===== config.mk =====
export PLATFORM = sky130hd
export DESIGN_NAME = fcmp_flag_queue
export DESIGN_NICKNAME = d
export VERILOG_FILES = /design/src/rtl/fcmp_flag_queue.sv
export SDC_FILE = /design/constraint.sdc
export NUM_CORES = 1
export LEC_CHECK = 0
export BUFFER_PORTS_ARGS = -buffer_cell sky130_fd_sc_hd__buf_4
export CAP_MARGIN = 40
export CORE_ASPECT_RATIO = 0.7
export CORE_MARGIN = 2
export CORE_UTILIZATION = 45
export DETAILED_ROUTE_END_ITERATION = 8
export SLEW_MARGIN = 40
export SYNTH_ARGS = -nofsm -noshare
export SYNTH_HDL_FRONTEND = slang
export SYNTH_SLANG_ARGS = --single-unit

===== constraint.sdc =====
create_clock -name clk -period 3.2 [get_ports clk]
set_input_delay 0.64 -clock clk [delete_from_list [all_inputs] [get_ports clk]]
set_output_delay 0.64 -clock clk [all_outputs]
set_load 0.02 [all_outputs]

===== src/rtl/fcmp_flag_queue.sv =====
// FP compare flag queue: a circular FIFO of compare flags and jump types. The branch condition is evaluated as an entry loads into a registered output stage.
// Optional feature: define FCMPQ_STICKY_EN for the sticky invalid-exception flag.
module fcmp_flag_queue #(
    parameter int DEPTH = 8,
    parameter int AW    = 3
) (
    input  logic          clk,
    input  logic          rst,
    input  logic          flush,
    input  logic          in_valid,
    output logic          in_ready,
    input  logic [5:0]    in_flags,
    input  logic [4:0]    in_jtype,
    input  logic          in_invexc,
    output logic          out_valid,
    input  logic          out_ready,
    output logic          out_taken,
    output logic          out_unord,
    output logic [AW:0]   count,
    output logic          sticky_inv,
    input  logic          clr_sticky
);

    localparam logic [AW:0] FULL_CNT = (AW+1)'(DEPTH);

    logic [5:0]    flags_mem [DEPTH];
    logic [4:0]    jtype_mem [DEPTH];
    logic [AW-1:0] wr_ptr;
    logic [AW-1:0] rd_ptr;
    logic          push;
    logic          load;
    logic          empty;
    logic [5:0]    rd_flags;
    logic [4:0]    rd_jtype;
    logic          c_flag;
    logic          z_flag;
    logic          s_flag;
    logic          u_flag;
    logic          cond;
    logic          unused_bits;

    assign in_ready = (count != FULL_CNT);
    assign empty    = (count == '0);
    assign push     = in_valid & in_ready & ~flush;
    assign load     = (~out_valid | out_ready) & ~empty & ~flush;
    assign rd_flags = flags_mem[rd_ptr];
    assign rd_jtype = jtype_mem[rd_ptr];

    always_ff @(posedge clk) begin
        if (push) begin
            flags_mem[wr_ptr] <= in_flags;
            jtype_mem[wr_ptr] <= in_jtype;
        end
    end

    // The condition is evaluated on the stored entry at the moment it moves into the output stage.
    always_comb begin
        c_flag = ~rd_flags[5];
        z_flag = rd_flags[1];
        s_flag = rd_flags[2];
        u_flag = rd_flags[4];
        cond   = 1'b0;
        case (rd_jtype[3:0])
            4'd0:    cond = 1'b1;
            4'd1:    cond = z_flag;
            4'd2:    cond = c_flag;
            4'd3:    cond = c_flag | z_flag;
            4'd4:    cond = s_flag;
            4'd5:    cond = s_flag | z_flag;
            4'd6:    cond = u_flag;
            4'd7:    cond = z_flag & ~u_flag;
            4'd8:    cond = c_flag & ~u_flag;
            4'd9:    cond = ~c_flag & ~z_flag & ~u_flag;
            default: cond = 1'b0;
        endcase
    end

    always_ff @(posedge clk) begin
        if (rst) begin
            wr_ptr    <= '0;
            rd_ptr    <= '0;
            count     <= '0;
            out_valid <= 1'b0;
            out_taken <= 1'b0;
            out_unord <= 1'b0;
        end else if (flush) begin
            wr_ptr    <= '0;
            rd_ptr    <= '0;
            count     <= '0;
            out_valid <= 1'b0;
        end else begin
            if (push) begin
                wr_ptr <= wr_ptr + AW'(1);
            end
            if (load) begin
                rd_ptr <= rd_ptr + AW'(1);
            end
            case ({push, load})
                2'b10:   count <= count + (AW+1)'(1);
                2'b01:   count <= count - (AW+1)'(1);
                default: count <= count;
            endcase
            if (load) begin
                out_valid <= 1'b1;
                out_taken <= cond ^ rd_jtype[4];
                out_unord <= rd_flags[4];
            end else if (out_ready) begin
                out_valid <= 1'b0;
            end
        end
    end

`ifdef FCMPQ_STICKY_EN
    logic invexc_mem [DEPTH];

    always_ff @(posedge clk) begin
        if (push) begin
            invexc_mem[wr_ptr] <= in_invexc;
        end
    end

    // A set event in the same cycle as clr_sticky wins; flush leaves the flag alone.
    always_ff @(posedge clk) begin
        if (rst) begin
            sticky_inv <= 1'b0;
        end else if (load && rd_flags[4] && invexc_mem[rd_ptr]) begin
            sticky_inv <= 1'b1;
        end else if (clr_sticky) begin
            sticky_inv <= 1'b0;
        end
    end

    assign unused_bits = rd_flags[3] ^ rd_flags[0];
`else
    assign sticky_inv  = 1'b0;
    assign unused_bits = rd_flags[3] ^ rd_flags[0] ^ clr_sticky ^ in_invexc;
`endif

endmodule

=== Word-level counts from Yosys, hierarchy flattened ===
Memories as Yosys holds them, arrays and structs flattened. A register that Yosys moved wholly into a read port is not among the register bits.
Index checks and enable logic that the tools add are counted.

* Register bits after elaboration: 13
* RAM bits: 88
* Input bits: 18
* Output and inout port bits: 9
* Logic and storage cells: 58
* Memories kept: 2

{| class="wikitable"
|+ Memories
! memory !! words !! bits a word !! read ports !! clocked after memory_dff !! wr ports !! line !! source
|-
| flags_mem || 8 || 6 || 1 || 1 || 1 || 26 || <nowiki>logic [5:0] flags_mem [DEPTH];</nowiki>
|-
| jtype_mem || 8 || 5 || 1 || 1 || 1 || 27 || <nowiki>logic [4:0] jtype_mem [DEPTH];</nowiki>
|}

* Add/sub/neg operators: 4
* Eq/ne operators: 12
* Multiplexer cells: 10
* Bitwise operators: 18
* Reduce and logical (&&, ||, !) cells: 6

{| class="wikitable"
|+ Operator list
! cell !! number
|-
| $eq A4 B3 Y1 const B || 4
|-
| $mux W3 || 4
|-
| $pmux W1 S10 || 1
|-
| $and A1 B1 Y1 || 8
|-
| $eq A4 B2 Y1 const B || 2
|-
| $eq A4 B4 Y1 const B || 2
|-
| $logic_not A4 Y1 || 2
|-
| $pmux W4 S2 || 1
|-
| $add A3 B1 Y3 const B || 2
|-
| $not A1 Y1 || 6
|-
| $add A4 B1 Y4 const B || 1
|-
| $eq A4 B1 Y1 const B || 1
|-
| $mux W1 || 4
|-
| $ne A4 B4 Y1 const B || 1
|-
| $reduce_bool A2 Y1 || 2
|-
| $sub A4 B1 Y4 const B || 1
|-
| $or A1 B1 Y1 || 3
|-
| $eq A2 B1 Y1 const B || 1
|-
| $eq A2 B2 Y1 const B || 1
|-
| $reduce_and A2 Y1 || 1
|-
| $reduce_or A2 Y1 || 1
|-
| $xor A1 B1 Y1 || 1
|}

=== Logic depth before layout (Yosys ltp) ===
Gate-level depths: netlist (run 1).

* Depth in word-level cells: 6
* Mapped depth: 12
* Depth with buffers taken out: 12

=== Worst setup path after synthesis (run 1) ===
OpenSTA, ideal clock, no wires.

* Path type: input port to flip-flop
* From: input out_ready
* To: register count[3]
* Setup time: 0.070 ns
* Arrival: 2.784 ns
* Required time: 3.130 ns
* Setup slack: 0.347 ns
* Stages on the path: 9
* Buffers on the path: 0
* Cells stage by stage: nand2b_1 > nor3b_1 > ha_1 > ha_1 > a21o_1 > a21oi_1 > xnor2_1 > or3_1 > a21oi_1

* Word-level cells in the longest chain between the ends: 5
* Elaborated cells between the ends (all ways): 7
* Those cells by class: 2 x eq/ne; 1 x mux; 3 x bitwise; 1 x reduce/logical

{| class="wikitable"
|+ RTL lines
! item !! line !! source
|-
| start: declaration || 16 || <nowiki>input logic out_ready,</nowiki>
|-
| $or A1 B1 Y1 (*) || 45 || <nowiki>assign load = (~out_valid | out_ready) & ~empty & ~flush;</nowiki>
|-
| $and A1 B1 Y1 (*) (2 in a row) || 45 ||
|-
| via load || 31 || <nowiki>logic load;</nowiki>
|-
| $eq A2 B1 Y1 / $eq A2 B2 Y1 (equally long branches) || 98 || <nowiki>case ({push, load})</nowiki>
|-
| $pmux W4 S2 / $reduce_bool A2 Y1 (equally long branches) || -- ||
|-
| end signal: assignment || 99 || <nowiki>2'b10: count <= count + (AW+1)'(1);</nowiki>
|-
| end signal: assignment || 100 || <nowiki>2'b01: count <= count - (AW+1)'(1);</nowiki>
|-
| end signal: assignment || 101 || <nowiki>default: count <= count;</nowiki>
|-
| end: declaration || 19 || <nowiki>output logic [AW:0] count,</nowiki>
|}

The timed path passes the listed nets; every way through them passes the cells marked *.
A chain may end at the register's enable or synchronous reset.

==> run metrics, run 1 <==
FP Rows=27; Final period util=approximately 79%; final wirelength=6.69 mm; synthesized flop and latch total=88; vias per cell=5.33; R2R cell count=8; post-route ant nets=0; die area=8900 um2; routability cong.=0.769; initial antenna violation count=0; Pwr Density=582 nW/um2; H-Tree Depth=3; cts hold-fix bufs=0; status=finished clean; met2 Usage GRT=24.9%; die width=112 um; CP Max Fanout=13; Synth area leaders=edfxtp_1, dfxtp_1, mux4_1; Max-cap violations=0; R2R Path End=out_taken; FMAX=393 MHz; Critical Path RT=3.46 ns; Layout Nets=276; Fillers=647; Top Ports=27; Slew Viols, Final=0; vias in the first global route=1891; Pleak=1.48 nW; post-detail-place hpwl=around 4.3 mm; routed wire length per instance=about 19 um; crit path DAT=approximately 2.8 ns; drt drc=0; slew margin rel.=66.3%; most frequent cells in the layout=edfxtp_1, buf_4, nor2_1; clk slew on worst S/H paths=0.06 ns; Post-Syn Area per Cell=17.1 um2; Synth top area share=58.9%; RSZ-0062 raised after global routing=false; synthesis warning total=0; CTS Buf Count=9; GRT Resource Usage Total=16.6%; initial drt markers=126; cell count after synthesis=215; sequential area share after synthesis=67.7%; first-pass GRT wire length=10.6 mm; EDFF count, synth=72; port buffer count=21; routed vias=1908; area grow syn2layout=17.2%; largest net degree at the start of global routing=15; clk sinks=88; GR Layer Usage met3=between 5 and 6%; Hold Path Class=in -> reg; Hold Fails Final Rpt=0; critical-path cell list=buf_4 > buf_4 > mux2i_1 > mux4_2 > a311o_1 > a221oi_2 > xnor2_1 > a211oi_2; Tmin final=2.54 ns; Critical Path End Type=register; Post-synth top flop=edfxtp_1; Yosys cell types=45; Skew-Pair Late Insertion Delay=0.33 ns; syn_nets=239; Worst path slowest cell=mux4_2; share of post-route cells with drive strength above 1=21.8%; diode count=0; CTS tree=built; leading cell type in the layout, fill and taps excluded=edfxtp_1; initial core utilization=46.6%; CTS Buffer Depth=2; peak supply drop=0.457 mV; Layout Utilization=54.6%; Yosys top cell by area=edfxtp_1; Crit path largest cell delay=0.53 ns; drt pass-1 iters=4; setup TNS=0 ns; WP buf/inv=2; crit start category=register; crit-path most repeated cell=buf_4; Final setup viols=0; Mapped Area=3670 um2; GRT overflow=0; worst setup path category=reg -> reg; Async S/R FF share, synth=0%; grt met1 use=23.3%; worst hold slack=between 0.4 and 0.5 ns; CP endpoint=out_taken; critical path depth=8; core area=7870 um2; Setup Buffers After CTS=0; CP delay by family, top=compound AO/OA/AOI/OAI gates; Root Buffer=clkbuf_16; reg-to-reg slack, setup=0.66 ns; post_cts resized=0; Worst Tran Pin Value=0.505 ns; busiest grt layer=met2; clock skew=0.00362 ns; Die Y=~80 um
[worst min path at each step]
| stage | startpoint | to | cells past startpoint |
|---|---|---|---|
| final | rst | out_taken | 2 |
| after global routing | rst | out_taken | 2 |
| after CTS | rst | out_taken | 2 |
| after detailed placement | out_unord | out_unord | 2 |
| after global placement | out_valid | out_valid | 2 |
| after floorplan | rd_ptr[2] | register | 2 |
[cells in the mapped netlist (2+ instances only)]
master     n
inv_1      5
xnor2_1    3
ha_1       5
mux4_1    12
mux4_2     3
a21oi_1    6
nand2b_1   3
edfxtp_1  72
nor4_1     2
dfxtp_1   16
or3_1      2
o21ai_0    3
nand2_1    8
mux2i_1   13
nor2_1    22
a21o_1     2
xor2_1     5
clkbuf_4   2
buf_12     2
mux2_2     2
nor3_1     3
[layer usage]
metal | routed length, um | share of wire [%]
met3 | 266 | 4.0
met5 | 0 | 0
met4 | 53 | 0.79
met2 | 3060 | 46
met1 | 3310 | 50
[final cells by class]
type                       instances  area [um2]  area share, %
clock buffer                      12         236           5.50
clock inverter                     4        93.8           2.18
inverter                           5        18.8          0.437
multi-input combinational        114        1080           25.2
sequential                        88        2480           57.8
tap                              101         126           2.94
timing repair buffer              34         255           5.94
[sequential cells by signal, indices dropped and copies added (netlist names), named ones only]
name,cells
out_taken,1
wr_ptr,3
jtype_mem,40
out_valid,1
out_unord,1
flags_mem,32
rd_ptr,3
count,4
[logic make-up (layout without fill, tap and decap cells)]
kind of cell / Yosys count / in the layout / share of synthesized area (%)
buffers and inverters: 13 / 55 / 2.76
AOI/OAI and AO/OA: 20 / 20 / 3.96
muxes: 31 / 31 / 15.2
other: 1 / 1 / 0.102
adders and majority gates: 6 / 6 / 2.25
xor gates and xnor gates: 8 / 8 / 1.91
DFF: 88 / 88 / 67.7
and+or+nand+nor: 48 / 48 / 6.14
[through the flow]
stage               power, mW  setup WS, ns  cell area (um2)  instances
finish                   2.50         0.658             4300        358
global route             2.58         0.336             4300        358
CTS                      2.53         0.630             4300        358
detailed placement       1.38         0.544             3970        342
global placement         1.38         0.584             3970        342
floorplan                1.34         0.347             3670        215
[where the power goes]
| part | leakage (nW) | total (mW) | switching [mW] | internal [mW] |
|---|---|---|---|---|
| sequential | 0.780 | 1.25 | 0.00537 | 1.25 |
| combinational | 0.538 | 0.101 | 0.0566 | 0.0441 |
| clock | 0.158 | 1.15 | 0.386 | 0.760 |
| total | 1.48 | 2.50 | 0.448 | 2.05 |
Power figures use the tool's default switching activity.
==> run 2, diff against run 1 <==
Clock period 3.2 ns to 2.4 ns, I/O delays scaled along.
==> run metrics, run 2 (synthesis results as in run 1) <==
diode count=0 (unchanged); CTS tree=built; total area of sequential cells=2500 um2 (+0.66%); post-detail-place hpwl=4.26 mm (-0.34%); peak supply drop=0.606 mV (+33%); GRT Resource Usage Total=16.3% (-0.27 points); Die Y=79.5 um (unchanged); post-route ant nets=0 (unchanged); die area=8900 um2 (unchanged); port buffer count=21 (unchanged); Hold Fails Final Rpt=0 (unchanged); routed wire length per instance=18.1 um (-3.0%); initial antenna violation count=0 (unchanged); Pint=2.57 mW (+25%); Clk pwr share=43.1% (-2.7 points); sw frac=19.8% (+1.9 points); GRT overflow=0 (unchanged); Slew Viols, Final=0 (unchanged); Placed Instances=352 (+2.9%); share of post-route cells with drive strength above 1=32.5% (+11 points); combinational fraction of design power=4.8% (+0.8 points); core area=7870 um2 (unchanged); Critical Path RT=2.66 ns (-0.80 ns); worst setup path category=reg -> reg; P_sw=636 uW (+42%); drt pass-1 iters=4 (unchanged); Root Buffer=clkbuf_16; initial drt markers=108 (-14%); Skew-Pair Late Insertion Delay=0.34 ns (about the same); FP Rows=27 (unchanged); Post-Layout Cell Count=372 (+3.9%); Tot Pwr=3.20 mW (+28%); pre-CTS setup slack=-0.0213 ns (-0.566 ns); Fillers=637 (-1.5%); Tmin final=2.32 ns (-0.225 ns); CTS Buf Count=9 (unchanged); routability cong.=0.793 (+3.1%); clk sinks=88 (unchanged); biggest regs=jtype_mem: 40 flops, flags_mem: 32 flops, count: 4 flops; Final WS setup=0.0827 ns (-0.575 ns); area grow syn2layout=21.0%; Pwr Density=722 nW/um2 (+24%); leading cell type in the layout, fill and taps excluded=edfxtp_1; Max-cap violations=0 (unchanged); clk slew on worst S/H paths=0.06 ns (about the same); Pleak=1.54 nW (+4.2%); crit path DAT=2.58 ns (-0.22 ns); final wirelength=6.74 mm (+0.79%); Hold Path Class=in -> reg; clock skew=0.00443 ns (+0.000808 ns); Final setup viols=0 (unchanged); initial core utilization=46.6% (unchanged); largest net degree at the start of global routing=16 (+1); Seq pwr share=52.1% (+2.0 points); area of the multi-input gates=1110 um2 (+2.8%); first-pass GRT wire length=10.3 mm (-3.3%); crit start category=register; drt drc=0 (unchanged); Layout Utilization=56.4% (+1.8 points); routed vias=1964 (+2.9%); status=finished clean; Largest register FFs=40 (unchanged); most frequent cells in the layout=edfxtp_1, buf_4, nor2_1; Top Ports=27 (unchanged); die width=112 um (unchanged); cts hold-fix bufs=0 (unchanged); Final period util=96.6% (+17 points); Layout Nets=290 (+5.1%); worst hold slack=0.311 ns (-0.159 ns); vias per cell=5.28 (-0.94%); CP Max Fanout=15 (+2); H-Tree Depth=3 (unchanged); vias in the first global route=1803 (-4.7%); Reg with most FFs=jtype_mem; Critical Path End Type=register; CTS Buffer Depth=2 (unchanged); FMAX=432 MHz (+9.7%)
==> run 2: cell types whose count changed in the layout (fill, tap and decap cells not counted), moves of 4 or more <==
cell,before,now
mux4_2,3,7
mux4_1,12,8
dfxtp_1,16,11
buf_4,34,46
dfxtp_4,0,4
==> run 2: repair_timing <==
action	in CTS	in global routing
resized for setup	2	20
pin swaps	0	5
hold endpoints to repair	0	0
setup endpoints to repair	1	2
setup buffers	0	4
==> run 2: power groups by stage <==
stage          Combinational (mW)  Clock (mW)  Sequential, mW
3_5_place_dp                0.145           0            1.71
6_report                    0.153        1.38            1.67
4_1_cts                     0.145        1.42            1.67
5_1_grt                     0.169        1.48            1.67
3_3_place_gp                0.142           0            1.70
2_1_floorplan              0.0777           0            1.71
==> run 2: area by class of cell <==
class,count,share of cell area (%)
timing repair buffer,48,8.57
multi-input combinational,114,25.1
clock buffer,11,5.47
clock inverter,5,1.30
sequential,88,56.3
tap,101,2.85
inverter,5,0.423
==> run 2: path summary, 6_finish.rpt <==
check | start | end | slack, ns | depth (start not counted)
worst max-delay path | register | out_taken | 0.08 | 8
worst min-delay path | rst | out_taken | 0.31 | 2
worst max register to register | register | out_taken | 0.08 | 8
worst min register to register | out_unord | out_unord | 0.51 | 2
==> run 2: worst max-delay path, cell delays in order (launching register included) <==
cell      delay, ns
dfxtp_4        0.37
buf_12         0.16
mux4_2         0.54
nor2_2         0.13
nor2_1         0.08
a311o_1        0.33
a221oi_2       0.30
xnor2_1        0.12
a211oi_2       0.21
==> run 2: metrics by stage <==
step           TNS, ns  cell area, um2
2_1_floorplan        0            3680
3_3_place_gp         0            4060
3_5_place_dp   -0.0213            4060
4_1_cts              0            4360
5_1_grt        -0.0170            4440
6_report             0            4440
==> run 2: layer usage <==
metal  global-route usage [%]  share of wire (%)
met5                        0                  0
met1                     23.3                 48
met3                     6.83                6.4
met4                     4.69                1.5
met2                     23.0                 44
==> run 3, diff against run 2 <==
Clock period 2.4 ns to 2.82 ns, I/O delays scaled along.
==> run metrics, run 3 (synthesis results as in run 1) <==
WP buf/inv=1 (unchanged); crit path DAT=2.80 ns (+0.22 ns); initial drt markers=111 (+2.8%); vias per cell=5.27 (-0.20%); met2 Usage GRT=24.2% (+1.2 points); port buffer count=21 (unchanged); clk sinks=88 (unchanged); Tmin final=2.54 ns (+0.226 ns); final wirelength=6.25 mm (-7.3%); Layout Utilization=53.7% (-2.7 points); vias in the first global route=1846 (+2.4%); most frequent cells in the layout=edfxtp_1, buf_4, nor2_1; Final WS setup=0.277 ns (+0.194 ns); post-detail-place hpwl=4.07 mm (-4.6%); first-pass GRT wire length=9.96 mm (-3.0%); Final period util=90.2% (-6.4 points); core area=7870 um2 (unchanged); drt pass-1 iters=4 (unchanged); drt drc=0 (unchanged); R2R Path End=out_taken; final instance area=4230 um2 (-4.7%); min-delay src=rst; FP Rows=27 (unchanged); busiest grt layer=met2; Skew-Pair Late Insertion Delay=0.34 ns (about the same); Placed Instances=341 (-3.1%); GRT Resource Usage Total=15.8% (-0.51 points); worst setup path category=reg -> reg; Critical Path RT=3.08 ns (+0.42 ns); Top Ports=27 (unchanged); Slew Viols, Final=0 (unchanged); Largest register FFs=40 (unchanged); Crit path largest cell delay=0.61 ns (+0.07 ns); Critical Path End Type=register; Root Buffer=clkbuf_16; hold depth=2 (unchanged); R2R cell count=8 (unchanged); FMAX=393 MHz (-8.9%); CTS tree=built; peak supply drop=0.509 mV (-16%); worst hold slack=0.398 ns (+0.0866 ns); clock skew=0.00764 ns (+0.00321 ns); Die Y=79.5 um (unchanged); CP delay by family, top=multiplexers; Setup Buffers After CTS=0 (unchanged); Final setup viols=0 (unchanged); crit start category=register; setup TNS=0 ns (unchanged); GR Layer Usage met3=5.54% (-1.3 points); RSZ-0062 raised after global routing=false; critical-path cell list=buf_12 > mux4_1 > mux2i_4 > nor2_2 > a311o_1 > a221oi_2 > xnor2_1 > a211oi_2; routed vias=1881 (-4.2%); biggest regs=jtype_mem: 40 flops, flags_mem: 32 flops, count: 4 flops; diode count=0 (unchanged); cts hold-fix bufs=0 (unchanged); Pleak=1.44 nW (-6.4%); post-route ant nets=0 (unchanged); Post-Layout Cell Count=357 (-4.0%); dpl cell area=3970 um2 (-2.0%); GRT overflow=0 (unchanged); Max-cap violations=0 (unchanged); Tot Pwr=2.56 mW (-20%); area grow syn2layout=15.3%; reg-to-reg slack, setup=0.28 ns (+0.19 ns); Worst path slowest cell=mux4_1; routability cong.=0.746 (-5.9%); status=finished clean; Hold Fails Final Rpt=0 (unchanged); initial antenna violation count=0 (unchanged); CP Max Fanout=22 (+7); CTS Buffer Depth=2 (unchanged); clk slew on worst S/H paths=0.06 ns (about the same); pre-CTS setup slack=0.200 ns (+0.221 ns); Hold Path End=out_taken; H-Tree Depth=3 (unchanged); die width=112 um (unchanged); grt met1 use=21.1% (-2.2 points); Layout Nets=275 (-5.2%); Reg with most FFs=jtype_mem; post_cts resized=0 (-2); routed wire length per instance=17.5 um (-3.4%); share of post-route cells with drive strength above 1=21.5% (-11 points); Hold Path Class=in -> reg; die area=8900 um2 (unchanged); largest net degree at the start of global routing=23 (+7); Pwr Density=604 nW/um2 (-16%); leading cell type in the layout, fill and taps excluded=edfxtp_1; CTS Buf Count=9 (unchanged); initial core utilization=46.6% (unchanged)
-- run 3: cell types whose count changed in the layout (fill, tap and decap cells not counted), sizes merged --
cell,change
buf,-15
bufinv,-1
clkbuf,+1
clkinv,+1
clkinvlp,-1
-- run 3: how the worst max path moves through the flow --
stage | slack (ns) | cells past startpoint | end
detailed placement | 0.20 | 10 | count[3]
global placement | 0.28 | 10 | count[3]
global route | 0.04 | 9 | count[3]
CTS | 0.25 | 8 | out_taken
floorplan | 0.04 | 9 | count[3]
finish | 0.28 | 8 | out_taken
-- run 3: worst register-to-register path, stage by stage, from the launching register on --
cell and delay [ns]:
dfxtp_1 0.35, buf_12 0.20, mux4_1 0.62, mux2i_4 0.24, nor2_2 0.08, a311o_1 0.34, a221oi_2 0.28, xnor2_1 0.14
a211oi_2 0.21
-- run 3: routing by layer --
metal / up-vias / wire length, um
met5: - / 0
met4: 0 / 87
met3: 7 / 273
met2: 29 / 2780
met1: 939 / 3110
li1: 906 / -
-- run 3: area by class of cell --
type / instances / area, um2
inverter: 5 / 18.8
clock buffer: 12 / 236
fill: 627 / 3640
clock inverter: 4 / 21.3
timing repair buffer: 33 / 260
multi-input combinational: 114 / 1080
sequential: 88 / 2480
tap: 101 / 126
-- run 3: power breakdown --
group,total (mW),internal (mW),switching (mW)
registers,1.42,1.42,0.00587
clock network,1.02,0.590,0.430
logic,0.114,0.0504,0.0636
